--- src/rtl/uart_pkg.sv ---
// uart_pkg: shared definitions for the UART receive path (and the planned transmit path).
//   - rx_state_e : receiver FSM states
//   - OVERSAMPLE : ticks per bit period
//   - MID_SAMPLE : ticks from start-bit falling edge to start-bit midpoint
//   - calc_div() : clock-to-oversample-tick divider
package uart_pkg;

  localparam int unsigned OVERSAMPLE = 16;
  localparam int unsigned MID_SAMPLE = 8;

  typedef enum logic [2:0] {
    StIdle,
    StStart,
    StData,
    StStop,
    StBreak,
    StParity
  } rx_state_e;

  // Integer-truncated divider, clamped to 1 so a too-fast baud never yields a zero-length tick.
  function automatic int unsigned calc_div(input int unsigned clk_hz, input int unsigned baud);
    int unsigned d;
    d = clk_hz / (baud * OVERSAMPLE);
    return (d == 0) ? 1 : d;
  endfunction

endpackage

--- src/rtl/byte_fifo.sv ---
// byte_fifo: synchronous first-word-fall-through byte FIFO.
// Ports:
//   clk, rst   clock, asynchronous active-high reset
//   push/wdata write request and byte; dropped when full unless a pop happens in the same cycle
//   pop        read request; ignored when empty
//   rdata      head byte (0 when empty)
//   full/empty occupancy flags
//   count      current occupancy, 0..DEPTH
// DEPTH must be a power of two, minimum 2.
module byte_fifo #(
  parameter int unsigned DEPTH = 4
) (
  input  logic                     clk,
  input  logic                     rst,
  input  logic                     push,
  input  logic [7:0]               wdata,
  input  logic                     pop,
  output logic [7:0]               rdata,
  output logic                     full,
  output logic                     empty,
  output logic [$clog2(DEPTH):0]   count
);

  localparam int unsigned AW = $clog2(DEPTH);

  logic [7:0]    mem_q [DEPTH];
  logic [AW-1:0] wr_ptr_q, rd_ptr_q;
  logic [AW:0]   count_q, count_d;
  logic          push_ok, pop_ok;

  assign empty   = (count_q == '0);
  assign full    = (count_q == (AW + 1)'(DEPTH));
  assign pop_ok  = pop & ~empty;
  // A pop frees the slot the push needs, so a full FIFO still accepts a simultaneous push.
  assign push_ok = push & (~full | pop_ok);

  assign rdata = empty ? 8'h00 : mem_q[rd_ptr_q];
  assign count = count_q;

  always_comb begin
    count_d = count_q;
    case ({push_ok, pop_ok})
      2'b10:   count_d = count_q + 1'b1;
      2'b01:   count_d = count_q - 1'b1;
      default: count_d = count_q;
    endcase
  end

  always_ff @(posedge clk or posedge rst) begin
    if (rst) begin
      wr_ptr_q <= '0;
      rd_ptr_q <= '0;
      count_q  <= '0;
    end else begin
      // Pointers wrap naturally because DEPTH is a power of two.
      if (push_ok) wr_ptr_q <= wr_ptr_q + 1'b1;
      if (pop_ok)  rd_ptr_q <= rd_ptr_q + 1'b1;
      count_q <= count_d;
    end
  end

  always_ff @(posedge clk) begin
    if (push_ok) mem_q[wr_ptr_q] <= wdata;
  end

endmodule

--- src/rtl/uart_rx_fifo.sv ---
// uart_rx_fifo: 16x-oversampling UART receiver feeding a first-word-fall-through byte FIFO.
// Ports:
//   clk        system clock, rising edge
//   rst        asynchronous active-high reset
//   rx         serial line, idle high, asynchronous to clk
//   rd_en      pop request, ignored while rd_valid=0
//   rd_data    FIFO head byte, valid while rd_valid=1
//   rd_valid   FIFO not empty
//   count      FIFO occupancy
//   frame_err  one-cycle pulse: bad stop bit (or bad parity)
//   overrun    one-cycle pulse: received byte dropped because the FIFO was full
// Build option: define UART_RX_PARITY_EN for 8E1 framing; otherwise 8N1.
module uart_rx_fifo
  import uart_pkg::*;
#(
  parameter int unsigned CLK_HZ     = 100000000,
  parameter int unsigned BAUD       = 9600,
  parameter int unsigned FIFO_DEPTH = 4
) (
  input  logic                          clk,
  input  logic                          rst,
  input  logic                          rx,
  input  logic                          rd_en,
  output logic [7:0]                    rd_data,
  output logic                          rd_valid,
  output logic [$clog2(FIFO_DEPTH):0]   count,
  output logic                          frame_err,
  output logic                          overrun
);

  localparam int unsigned DIV = calc_div(CLK_HZ, BAUD);
  localparam int unsigned TW  = (DIV > 1) ? $clog2(DIV) : 1;
  localparam logic [TW-1:0] TICK_LAST = TW'(DIV - 1);
  localparam logic [3:0]    MID_LAST  = 4'(MID_SAMPLE - 1);
  localparam logic [3:0]    BIT_LAST  = 4'(OVERSAMPLE - 1);

  logic          rx_meta_q, rx_s_q;
  logic [TW-1:0] tick_cnt_q;
  logic          tick;

  rx_state_e     state_q, state_d;
  logic [3:0]    phase_q, phase_d;
  logic [2:0]    bit_cnt_q, bit_cnt_d;
  logic [7:0]    shift_q, shift_d;
  logic          push_q, push_d;
  logic          frame_err_q, frame_err_d;
  logic          overrun_q;
`ifdef UART_RX_PARITY_EN
  logic          parity_ok_q, parity_ok_d;
`endif

  logic          fifo_full, fifo_empty;

  // Synchronizer resets high so reset release never looks like a start edge.
  always_ff @(posedge clk or posedge rst) begin
    if (rst) begin
      rx_meta_q <= 1'b1;
      rx_s_q    <= 1'b1;
    end else begin
      rx_meta_q <= rx;
      rx_s_q    <= rx_meta_q;
    end
  end

  assign tick = (tick_cnt_q == TICK_LAST);

  always_ff @(posedge clk or posedge rst) begin
    if (rst) tick_cnt_q <= '0;
    else     tick_cnt_q <= tick ? '0 : tick_cnt_q + 1'b1;
  end

  always_comb begin
    state_d     = state_q;
    phase_d     = phase_q;
    bit_cnt_d   = bit_cnt_q;
    shift_d     = shift_q;
    push_d      = 1'b0;
    frame_err_d = 1'b0;
`ifdef UART_RX_PARITY_EN
    parity_ok_d = parity_ok_q;
`endif
    unique case (state_q)
      StIdle: begin
        if (!rx_s_q) begin
          state_d = StStart;
          phase_d = '0;
        end
      end
      StStart: begin
        if (tick) begin
          if (phase_q == MID_LAST) begin
            // Realign phase so later samples land on bit midpoints.
            phase_d   = '0;
            bit_cnt_d = '0;
            state_d   = rx_s_q ? StIdle : StData;
          end else begin
            phase_d = phase_q + 1'b1;
          end
        end
      end
      StData: begin
        if (tick) begin
          phase_d = phase_q + 1'b1;
          if (phase_q == BIT_LAST) begin
            shift_d   = {rx_s_q, shift_q[7:1]};
            bit_cnt_d = bit_cnt_q + 1'b1;
`ifdef UART_RX_PARITY_EN
            if (bit_cnt_q == 3'd7) state_d = StParity;
`else
            if (bit_cnt_q == 3'd7) state_d = StStop;
`endif
          end
        end
      end
`ifdef UART_RX_PARITY_EN
      StParity: begin
        if (tick) begin
          phase_d = phase_q + 1'b1;
          if (phase_q == BIT_LAST) begin
            // Even parity: data ones plus the parity bit must be even.
            parity_ok_d = ~(^shift_q ^ rx_s_q);
            state_d     = StStop;
          end
        end
      end
`endif
      StStop: begin
        if (tick) begin
          phase_d = phase_q + 1'b1;
          if (phase_q == BIT_LAST) begin
            if (!rx_s_q) begin
              frame_err_d = 1'b1;
              state_d     = StBreak;
            end else begin
              state_d = StIdle;
`ifdef UART_RX_PARITY_EN
              if (parity_ok_q) push_d = 1'b1;
              else             frame_err_d = 1'b1;
`else
              push_d = 1'b1;
`endif
            end
          end
        end
      end
      StBreak: begin
        // Hold here through a stuck-low line so it is reported only once.
        if (rx_s_q) state_d = StIdle;
      end
      default: state_d = StIdle;
    endcase
  end

  always_ff @(posedge clk or posedge rst) begin
    if (rst) begin
      state_q     <= StIdle;
      phase_q     <= '0;
      bit_cnt_q   <= '0;
      shift_q     <= '0;
      push_q      <= 1'b0;
      frame_err_q <= 1'b0;
`ifdef UART_RX_PARITY_EN
      parity_ok_q <= 1'b0;
`endif
    end else begin
      state_q     <= state_d;
      phase_q     <= phase_d;
      bit_cnt_q   <= bit_cnt_d;
      shift_q     <= shift_d;
      push_q      <= push_d;
      frame_err_q <= frame_err_d;
`ifdef UART_RX_PARITY_EN
      parity_ok_q <= parity_ok_d;
`endif
    end
  end

  // shift_q is stable while push_q is high (FSM is back in IDLE or BREAK).
  byte_fifo #(
    .DEPTH (FIFO_DEPTH)
  ) u_fifo (
    .clk   (clk),
    .rst   (rst),
    .push  (push_q),
    .wdata (shift_q),
    .pop   (rd_en),
    .rdata (rd_data),
    .full  (fifo_full),
    .empty (fifo_empty),
    .count (count)
  );

  always_ff @(posedge clk or posedge rst) begin
    if (rst) overrun_q <= 1'b0;
    else     overrun_q <= push_q & fifo_full & ~(rd_en & ~fifo_empty);
  end

  assign rd_valid  = ~fifo_empty;
  assign frame_err = frame_err_q;
  assign overrun   = overrun_q;

endmodule

--- config.mk ---
export PLATFORM = sky130hd
export DESIGN_NAME = uart_rx_fifo
export DESIGN_NICKNAME = d
export VERILOG_FILES = /design/src/rtl/uart_pkg.sv /design/src/rtl/byte_fifo.sv /design/src/rtl/uart_rx_fifo.sv
export SDC_FILE = /design/constraint.sdc
export NUM_CORES = 1
export LEC_CHECK = 0
export ABC_AREA = 0
export CORE_ASPECT_RATIO = 0.9
export CORE_MARGIN = 5
export CORE_UTILIZATION = 53
export CTS_CLUSTER_DIAMETER = 30
export CTS_CLUSTER_SIZE = 24
export DETAILED_ROUTE_END_ITERATION = 8
export PLACE_DENSITY = 0.72
export SETUP_SLACK_MARGIN = 0.2
export SYNTH_ARGS = -nofsm -noshare
export SYNTH_HDL_FRONTEND = slang
export SYNTH_SLANG_ARGS = --single-unit
--- constraint.sdc ---
create_clock -name clk -period 2.3 [get_ports clk]
set_input_delay 0.23 -clock clk [delete_from_list [all_inputs] [get_ports clk]]
set_output_delay 0.23 -clock clk [all_outputs]
set_load 0.05 [all_outputs]
After elaboration in Yosys (flattened, before gate mapping). Memories as Yosys holds them, arrays and structs flattened. Cells that the tools add are included.

RAM bits: 32. Memories kept: 1. Logic and storage cells: 95. Register bits after elaboration: 40.

Memory list: u_fifo.mem_q (words 4, bits a word 8, rd ports 1, clocked after Yosys merged registers in 0, wr ports 1, line byte_fifo.sv:26) `logic [7:0] mem_q [DEPTH];`.

Mux-type cells: 35. Eq/ne operators: 21. Bitwise operators: 8. Reductions and logical operators: 10. Add/subtract/negate cells: 7.

Operator list (count): two-way mux 3 bit (14); != test 2 bit, second input constant (9); two-way mux 4 bit (4); case mux 3 bit (5 select lines) (1); case mux 3 bit (2 select lines) (2); case mux 4 bit (3 select lines) (1); adder 10 x 1 -> 10 bit, second input constant (1); equality test 10 bit, second input constant (1); two-way mux 1 bit (10); two-way mux 10 bit (1); equality test 3 bit, second input constant (3); AND reduction 9 bit (1); two-way mux 8 bit (1); adder 3 x 1 -> 3 bit, second input constant (2); equality test 3 x 2 -> 1 bit, second input constant (2); zero test 3 bit (2); AND reduction 5 bit (1); adder 2 x 1 -> 2 bit, second input constant (2); adder 4 x 1 -> 4 bit, second input constant (1); bitwise AND 1 bit (4); equality test 4 x 3 -> 1 bit, second input constant (1); equality test 4 bit, second input constant (1); AND reduction 4 bit (1); nonzero test 2 bit (2); 11 further kinds (13).

Depth between registers and ports, before layout.
Depth in word-level cells: 7. Gate-level depth with buffers: 10.

Hierarchy. From an unflattened synthesis, not the netlist that was laid out.

Cells, all modules: 249. Area total of the unflattened synthesis: 3313.2 um2.

Modules (own cells, without submodules): byte_fifo (cells each 106, instances 1, seq. area each 1136.1 um2, area each 1725.4 um2); uart_rx_fifo (cells each 143, instances 1, seq. area each 828.3 um2, area each 1587.8 um2).

Worst setup path after synthesis. No wires, ideal clock.

Kind: reg2reg. Start: register u_fifo.count_q[0] (netlist: u_fifo.count[0]). End: register u_fifo.count_q[2] (netlist: u_fifo.count[2]). Arrival time: 2.657 ns. Setup slack: -0.439 ns. Cell stages (with the launch flop): 10. Required time: 2.218 ns. Cells stage by stage: dfrtp_1 or3_1 clkbuf_1 and2_1 ha_1 inv_1 fa_1 xor2_1 nor2_1 xor2_1.

Cells in the longest elaborated chain, start to end: 7.

Ends and longest elaborated chain: from (decl) (line byte_fifo.sv:28) `logic [AW:0] count_q, count_d;`; from (signal assigned) (line byte_fifo.sv:58) `count_q <= count_d;`; zero test 3 bit (*) (line byte_fifo.sv:31) `assign empty = (count_q == '0);`; inverter 1 bit (*); via rd_valid (line uart_rx_fifo.sv:25) `output logic rd_valid,`; bitwise AND 1 bit (*) (line byte_fifo.sv:33) `assign pop_ok = pop & ~empty;`; via u_fifo.pop_ok (line byte_fifo.sv:29) `logic push_ok, pop_ok;`; OR 1 bit (line byte_fifo.sv:35) `assign push_ok = push & (~full | pop_ok);`; bitwise AND 1 bit (line byte_fifo.sv:35); equality test 2 x 1 -> 1 bit or equality test 2 bit (tied branches) (line byte_fifo.sv:42) `case ({push_ok, pop_ok})`; case mux 3 bit (2 select lines) or nonzero test 2 bit (tied branches).

Mark *: on every way through the listed nets, which the timed path passes. The rest lies on a longest branch. A chain may end at the register's enable or synchronous reset.

Worst setup path after layout.
Start: register tick_cnt_q[6]. End: register bit_cnt_q[0].

Cells in the longest elaborated chain, start to end: 3.

Ends and longest elaborated chain: from (decl) (line uart_rx_fifo.sv:38) `logic [TW-1:0] tick_cnt_q;`; from (signal assigned) (line uart_rx_fifo.sv:69) `else tick_cnt_q <= tick ? '0 : tick_cnt_q + 1'b1;`; equality test 10 bit (*) (line uart_rx_fifo.sv:65) `assign tick = (tick_cnt_q == TICK_LAST);`; != test 2 bit (no line); AND reduction 5 bit (no line) (*); to (signal assigned) (line uart_rx_fifo.sv:168) `bit_cnt_q <= bit_cnt_d;`; to (decl) (line uart_rx_fifo.sv:43) `logic [2:0] bit_cnt_q, bit_cnt_d;`.

Mark *: on every way between the ends. The rest lies on a longest branch, timed or not.

==> summary.txt <==
Finish
  – Fill count: 437
  – Most common cell after layout, fill and taps aside: dfrtp_1
  – Number of diodes: 0
  – Area growth from synthesis to layout: 17.34%
  – Filler-free cell count of the finished design: 344
  – Commonest non-fill, non-tap cells in the layout: dfrtp_1, edfxtp_1, buf_4
  – Layout cells sized above 1: 26.28%
  – Post-route cell area: 0.003769 mm2
  – Layout Nets: 284

Synthesis
  – Count of flip-flops with a built-in enable after synthesis: 32
  – Synthesized area divided by synthesized cell count: 13.50 um2
  – Sequential element share of the synthesized area: 61.16%
  – Share of flip-flops with an asynchronous set or reset: 55.56%
  – Number of standard cells after synthesis: 238
  – Area fraction in and, or, nand and nor cells after synthesis: 12.35%
  – Post-synthesis adder-cell area fraction: 4.519%
  – Number of nets in the synthesized netlist: 253
  – Post-Synthesis Cell Area: 0.003212 mm2
  – Register bit total from synthesis: 72
  – Multiplexer share of the synthesized area: 9.700%
  – Fraction of the mapped netlist area in compound gates: 5.220%
  – Synth Warn #: 0
  – Unique masters post-synth: 49
  – Main combinational cell family by area after synthesis: simple AND/OR/NAND/NOR gates
  – Ys flop type: dfrtp_1
  – Xor/xnor cell area share of the yosys netlist: 4.090%

Clocking
  – Clk_lat worst skew: 0.35 ns
  – Number of clock sinks: 72
  – Maximum root-to-sink buffer count: 2
  – Count of H-tree levels built during CTS: 3
  – TritonCTS Buffers: 9
  – Clock transition at the register clock pins on the worst setup and hold paths after CTS: 0.08 ns
  – CTS root buf: clkbuf_8
  – Hold-fix buffers, CTS: 0
  – Clock tree from TritonCTS: yes

Routing
  – Drt pass-1 iters: 4
  – Post-DRT Antenna Nets: 0
  – Vias per Instance: 5.413
  – Count of vias placed by the detailed router: 1,862
  – Routed wirelength normalized by instance count: 15.22 um
  – DRC viols: 0
  – 1st-iter DRT viols: 51
  – DRT Wirelength: 5.237 mm

Placement
  – Total of buffers placed on input and output ports: 17
  – Sum of net half-perimeters after detailed placement: 3.450 mm
  – Routability-driven placement congestion ratio: 0.8264
  – Placement Cell Area: 0.003537 mm2
  – Setup Slack @ Placement: -0.01638 ns
  – Number of placed instances with taps included: 325

STA
  – Final count of hold timing violations: 0
  – Fin crit share: 93.28%
  – Rel. slew slack: 66.00%
  – Slew Limit Fails: 0
  – Setup repair after global routing missed its margin: true
  – Clock period minus final worst setup slack: 2.145 ns
  – TNS Setup: 0 ns
  – Highest achievable clock rate: 466.1 MHz
  – Transition at the pin with the smallest max-transition slack: 0.5101 ns
  – Clock Skew: 0.009603 ns
  – Setup violators final: 0
  – Final setup slack of the worst path: 0.1546 ns

Floorplanning
  – Number of top-level pins: 18
  – Placement Rows: 26
  – Height of the die: 83.85 um
  – Chip width: 92.06 um
  – Total core area: 0.005791 mm2
  – Starting utilization of the core area: 55.47%
  – Die footprint: 0.007719 mm2

Global route
  – Tot GR Track Use: 15.21%
  – Wire length of the first global-routing pass: 8.976 mm
  – Antenna violations before repair: 0
  – Maximum number of pins on one net before global-route repair: 41
  – Via count of the first global-routing pass: 1,816
  – Total gr overflow: 0

Outcome
  – Run status: complete, no violations

Pwr
  – Power density over the cells: 762.1 mW/mm2
  – PnR Total Power: 2.872 mW
  – Worst vdd rail ir drop: 0.4576 mV
  – Leakage power: 1.676 nW

Critical path
  – Critical R2R Launch: tick_cnt_q[6]$_DFF_PP0_
  – Endpoint required time on the critical path: 2.53 ns
  – Arrival time reported for the critical path endpoint: 2.37 ns
  – Worst setup path startpoint: tick_cnt_q[6]$_DFF_PP0_
  – Critical path capture point type: register
  – Cell repeated most along the worst path: or4_4
  – Number of cells on the worst reg-to-reg path: 4
  – Slowest Stage Delay on Critical Path: 0.47 ns
  – Slowest stage cell on the critical path: or4_4
  – Kind of start point of the critical path: register
  – Critical path start-end classification: reg -> reg
  – Worst path cell trace: or3b_1 -> or4_4 -> or4_4 -> mux2_4
  – Crit path max fanout: 3

Worst hold path
  – Hold path start: rx
  – Number of cells on the worst hold path: 1
  – Tightest Hold Check Type: in -> reg

Flow run
  – # Max-Cap Violations: 0
==> critical path, delay by kind of cell (launching register included) <==
family        cells  cell delay [ns]
flops             1             0.38
mux               1             0.31
simple gates      3             1.34
==> cells in the mapped netlist (2+ instances only) <==
master | n | area, um2
nand3_1 | 6 | 30.03
clkbuf_1 | 10 | 37.54
nor2b_1 | 2 | 12.51
a21oi_1 | 6 | 30.03
nor3_1 | 2 | 10.01
mux2i_1 | 3 | 30.03
nand2b_1 | 2 | 12.51
mux4_2 | 8 | 180.2
nand2_1 | 12 | 45.04
xor2_1 | 8 | 70.07
ha_1 | 10 | 125.1
inv_1 | 14 | 52.55
xnor2_1 | 7 | 61.31
edfxtp_1 | 32 | 960.9
nor2_1 | 16 | 60.06
dfstp_2 | 2 | 52.55
dfrtp_1 | 38 | 950.9
a22o_1 | 3 | 26.28
nor4_1 | 5 | 31.28
and2_1 | 14 | 87.58
mux2_2 | 8 | 90.09
o21ai_0 | 3 | 15.01
==> power breakdown <==
group / internal (mW) / switching, mW
Clock: 0.394 / 0.472
Combinational: 0.242 / 0.295
Sequential: 1.39 / 0.0790
==> state kept, by name, indices dropped and copies added (netlist names) <==
signal           count
overrun              1
shift_q              8
frame_err            1
rx_s_q               1
bit_cnt_q            3
tick_cnt_q          10
u_fifo.rd_ptr_q      2
phase_q              4
u_fifo.wr_ptr_q      2
u_fifo.count         3
state_q              3
push_q               1
rx_meta_q            1
u_fifo.mem_q        32
==> metrics by stage <==
stage	hold WS (ns)	util, %
after floorplan	0.2345	-
after global placement	0.3456	61.08
after detailed placement	0.3469	61.08
after CTS	0.2644	64.33
after global routing	0.2664	65.08
final	0.2854	65.08
==> metal layers <==
metal	global-route usage (%)	routed length, um	vias up	part of all wire, %
met5	0	0	-	0
li1	-	-	920	-
met4	6.343	59	0	1.1
met1	19.52	2407	905	46
met2	23.61	2586	31	49
met3	5.230	182	6	3.5
==> worst paths after layout <==
check,slack [ns],to
worst max-delay path,0.15,bit_cnt_q[0]$_DFFE_PP0P_
worst min-delay path,0.29,rx_meta_q$_DFF_PP1_
worst max register to register,0.15,bit_cnt_q[0]$_DFFE_PP0P_
worst min register to register,0.36,rx_s_q$_DFF_PP1_
max in group asynchronous,1.62,u_fifo.count[2]$_DFFE_PP0P_
min in group asynchronous,0.31,shift_q[3]$_DFFE_PP0P_
==> area by class of cell <==
| type | count | area [um2] | share of cell area (%) |
|---|---|---|---|
| clock buffers | 10 | 127.6 | 3.386 |
| clock inverters | 6 | 45.04 | 1.195 |
| inverters | 14 | 52.55 | 1.394 |
| multi-input cells | 141 | 1217 | 32.30 |
| flip-flops and latches | 72 | 1968 | 52.22 |
| well taps | 70 | 87.58 | 2.324 |
| repair buffers | 31 | 270.3 | 7.171 |
==> logic make-up (layout without fill, tap and decap cells) <==
kind of cell / after synthesis / count (layout)
compound gates: 23 / 23
xor+xnor: 15 / 15
fa+ha+maj: 11 / 11
buf+inv: 25 / 61
flops: 72 / 72
mux: 20 / 20
simple gates: 72 / 72
==> repair_timing <==
action	in CTS	in global routing
endpoints found under the setup margin	9	15
resized for setup	5	5
setup buffers	0	3
pin swaps	0	4
Note: power is estimated with default switching activity, not from simulation.
==> variant (same settings) <==
Re-encode `rx_state_e` (6 states) as one-hot, 6 bits wide.
--- a/src/rtl/uart_pkg.sv
+++ b/src/rtl/uart_pkg.sv
@@ -8,13 +8,13 @@
   localparam int unsigned OVERSAMPLE = 16;
   localparam int unsigned MID_SAMPLE = 8;
 
-  typedef enum logic [2:0] {
-    StIdle,
-    StStart,
-    StData,
-    StStop,
-    StBreak,
-    StParity
+  typedef enum logic [5:0] {
+    StIdle   = 6'b000001,
+    StStart  = 6'b000010,
+    StData   = 6'b000100,
+    StStop   = 6'b001000,
+    StBreak  = 6'b010000,
+    StParity = 6'b100000
   } rx_state_e;
 
   // Integer-truncated divider, clamped to 1 so a too-fast baud never yields a zero-length tick.
Formal check against the unedited RTL: no difference found for any inputs over 10 cycles, from zero or initial values and one cycle with rst high; not proved beyond that.
==> variant against the unedited design <==
- worst setup slack gained 39 ps
- sequential cell count grew 2
- clock power is 1% lower
- global-route usage rose by 1.5 points
- area after synthesis rose by 4.7%
- cell area up 3.1%
- sequential share of layout area fell by 0.24 points
- power grew 11%
- clock skew fell by 3.1 ps
- fmax grew 1.8%
- wire length grew 12%
- non-clock buffer count is 1 lower
==> variant: results (changes against the unedited design) <==
Worst setup path:
- The path depth of the worst reg2reg path is 7 (+3).
- The cell at the slowest stage of the critical path is sky130_fd_sc_hd__dfrtp_1.
- The delay of the slowest cell on the worst path is 430 ps (-40 ps).
- In this run the critical register-to-register path is captured at shift_q[1].
- The register-to-register setup slack came to 190 ps (+40 ps).

Status:
- The run finished with clean final reports.

Drt:
- The wire length on met3 was 253 um (+39%).
- The iteration-0 DRC count of the detailed router came to 96 (+88%).
- The wire length after detailed routing is 5884 um (+12%).
- The per-cell routed wire length is 15.28 um (+0.39%).
- The total met2 wirelength after detailed routing is 2920 um (+13%).

Synthesis:
- The area fraction in compound gates after synthesis is 6.696% (+1.5 points).
- The portion of the post-synthesis area used by sequential elements is 59.93% (-1.2 points).
- The share of cell area taken by muxes after synthesis was 9.040% (-0.66 points).
- The number of library cell types mapped by synthesis is 46 (-6.1%).
- Sorting the synthesized cells by how often they occur yields sky130_fd_sc_hd__dfrtp_1, sky130_fd_sc_hd__edfxtp_1, sky130_fd_sc_hd__nor2_1, sky130_fd_sc_hd__nand2_1.
- The adder-cell share of the synthesized area is 3.943% (-0.58 points).
- The average instance area after synthesis is 12.94 um2 (-4.1%).
- The total nets after synthesis is 274 (+8.3%).
- The fraction of synthesis flops using an asynchronous set or reset pin is 56.76% (+1.2 points).
- The netlist area before placement is 3363 um2 (+4.7%).

Place:
- The post-placement setup slack is 165.9 ps (+182.3 ps).
- The placed wire-length estimate after detailed placement was 3961 um (+15%).
- The cell area after placement came to 3649 um2 (+3.1%).

Pwr:
- The static leakage is 0.001717 uW (+2.5%).
- The switching part of the total was 32.35% (+2.9 points).
- The power drawn by the sequential cells was 1570 uW (+7%).
- The areal power density over the cells was 822.7 nW/um2 (+7.9%).
- The maximum vdd drop is 0.0004683 V (+2.3%).

Global routing:
- The global-route total usage across every layer came to 16.75% (+1.5 points).
- The global-route track usage on met2 is 26.50% (+2.9 points).
- The global routing met3 resource utilization was 4.737% (-0.49 points).
- The pin count of the biggest net entering global routing came to 43 (+4.9%).
- The first-pass GRT wire length came to 10120 um (+13%).

Clocking:
- The number of buffers added for setup after CTS is 4 (+4).
- The total of cells resized after clock tree synthesis is 6 (+1).

Cells and area:
- The final net count was 307 (+8.1%).
- The layout cell share with drive strength beyond 1 is 23.15% (-3.1 points).
- The number of inserted filler cells in the final layout is 487 (+11%).

STA:
- The worst setup skew after layout was 6.494 ps (-3.109 ps).
- The worst path setup slack after routing is 193.2 ps (+38.67 ps).
- The actual slew at the worst max-slew pin is 530.5 ps (+20.41 ps).
## variant: layout make-up
type / instances / share of cell area [%]
clock buffers: 9 / 3.188
clock inverters: 7 / 1.159
inverters: 10 / 0.9662
multi-input cells: 168 / 33.27
flip-flops and latches: 74 / 51.98
well taps: 87 / 2.802
repair buffers: 30 / 6.634
## variant: metrics by stage
step	hold WS, ps	utilization (%)
2_1_floorplan	234.5	-
3_3_place_gp	347.6	59.34
3_5_place_dp	346.8	59.34
4_1_cts	277.9	62.88
5_1_grt	266.6	63.19
6_report	296.2	63.19
## variant: worst min-delay path by stage
stage | to | slack (ps) | start
2_1_floorplan | rx_meta_q | 230 | rx
3_3_place_gp | rx_s_q | 350 | rx_meta_q
3_5_place_dp | rx_s_q | 350 | rx_meta_q
4_1_cts | rx_meta_q | 280 | rx
5_1_grt | rx_meta_q | 270 | rx
6_report | rx_meta_q | 300 | rx
## variant: worst max-delay path, delay by kind of cell, from the launching register on
kind	cells	cell delay (ps)
simple gates	4	920
buf+inv	2	310
mux	1	340
flops	1	430
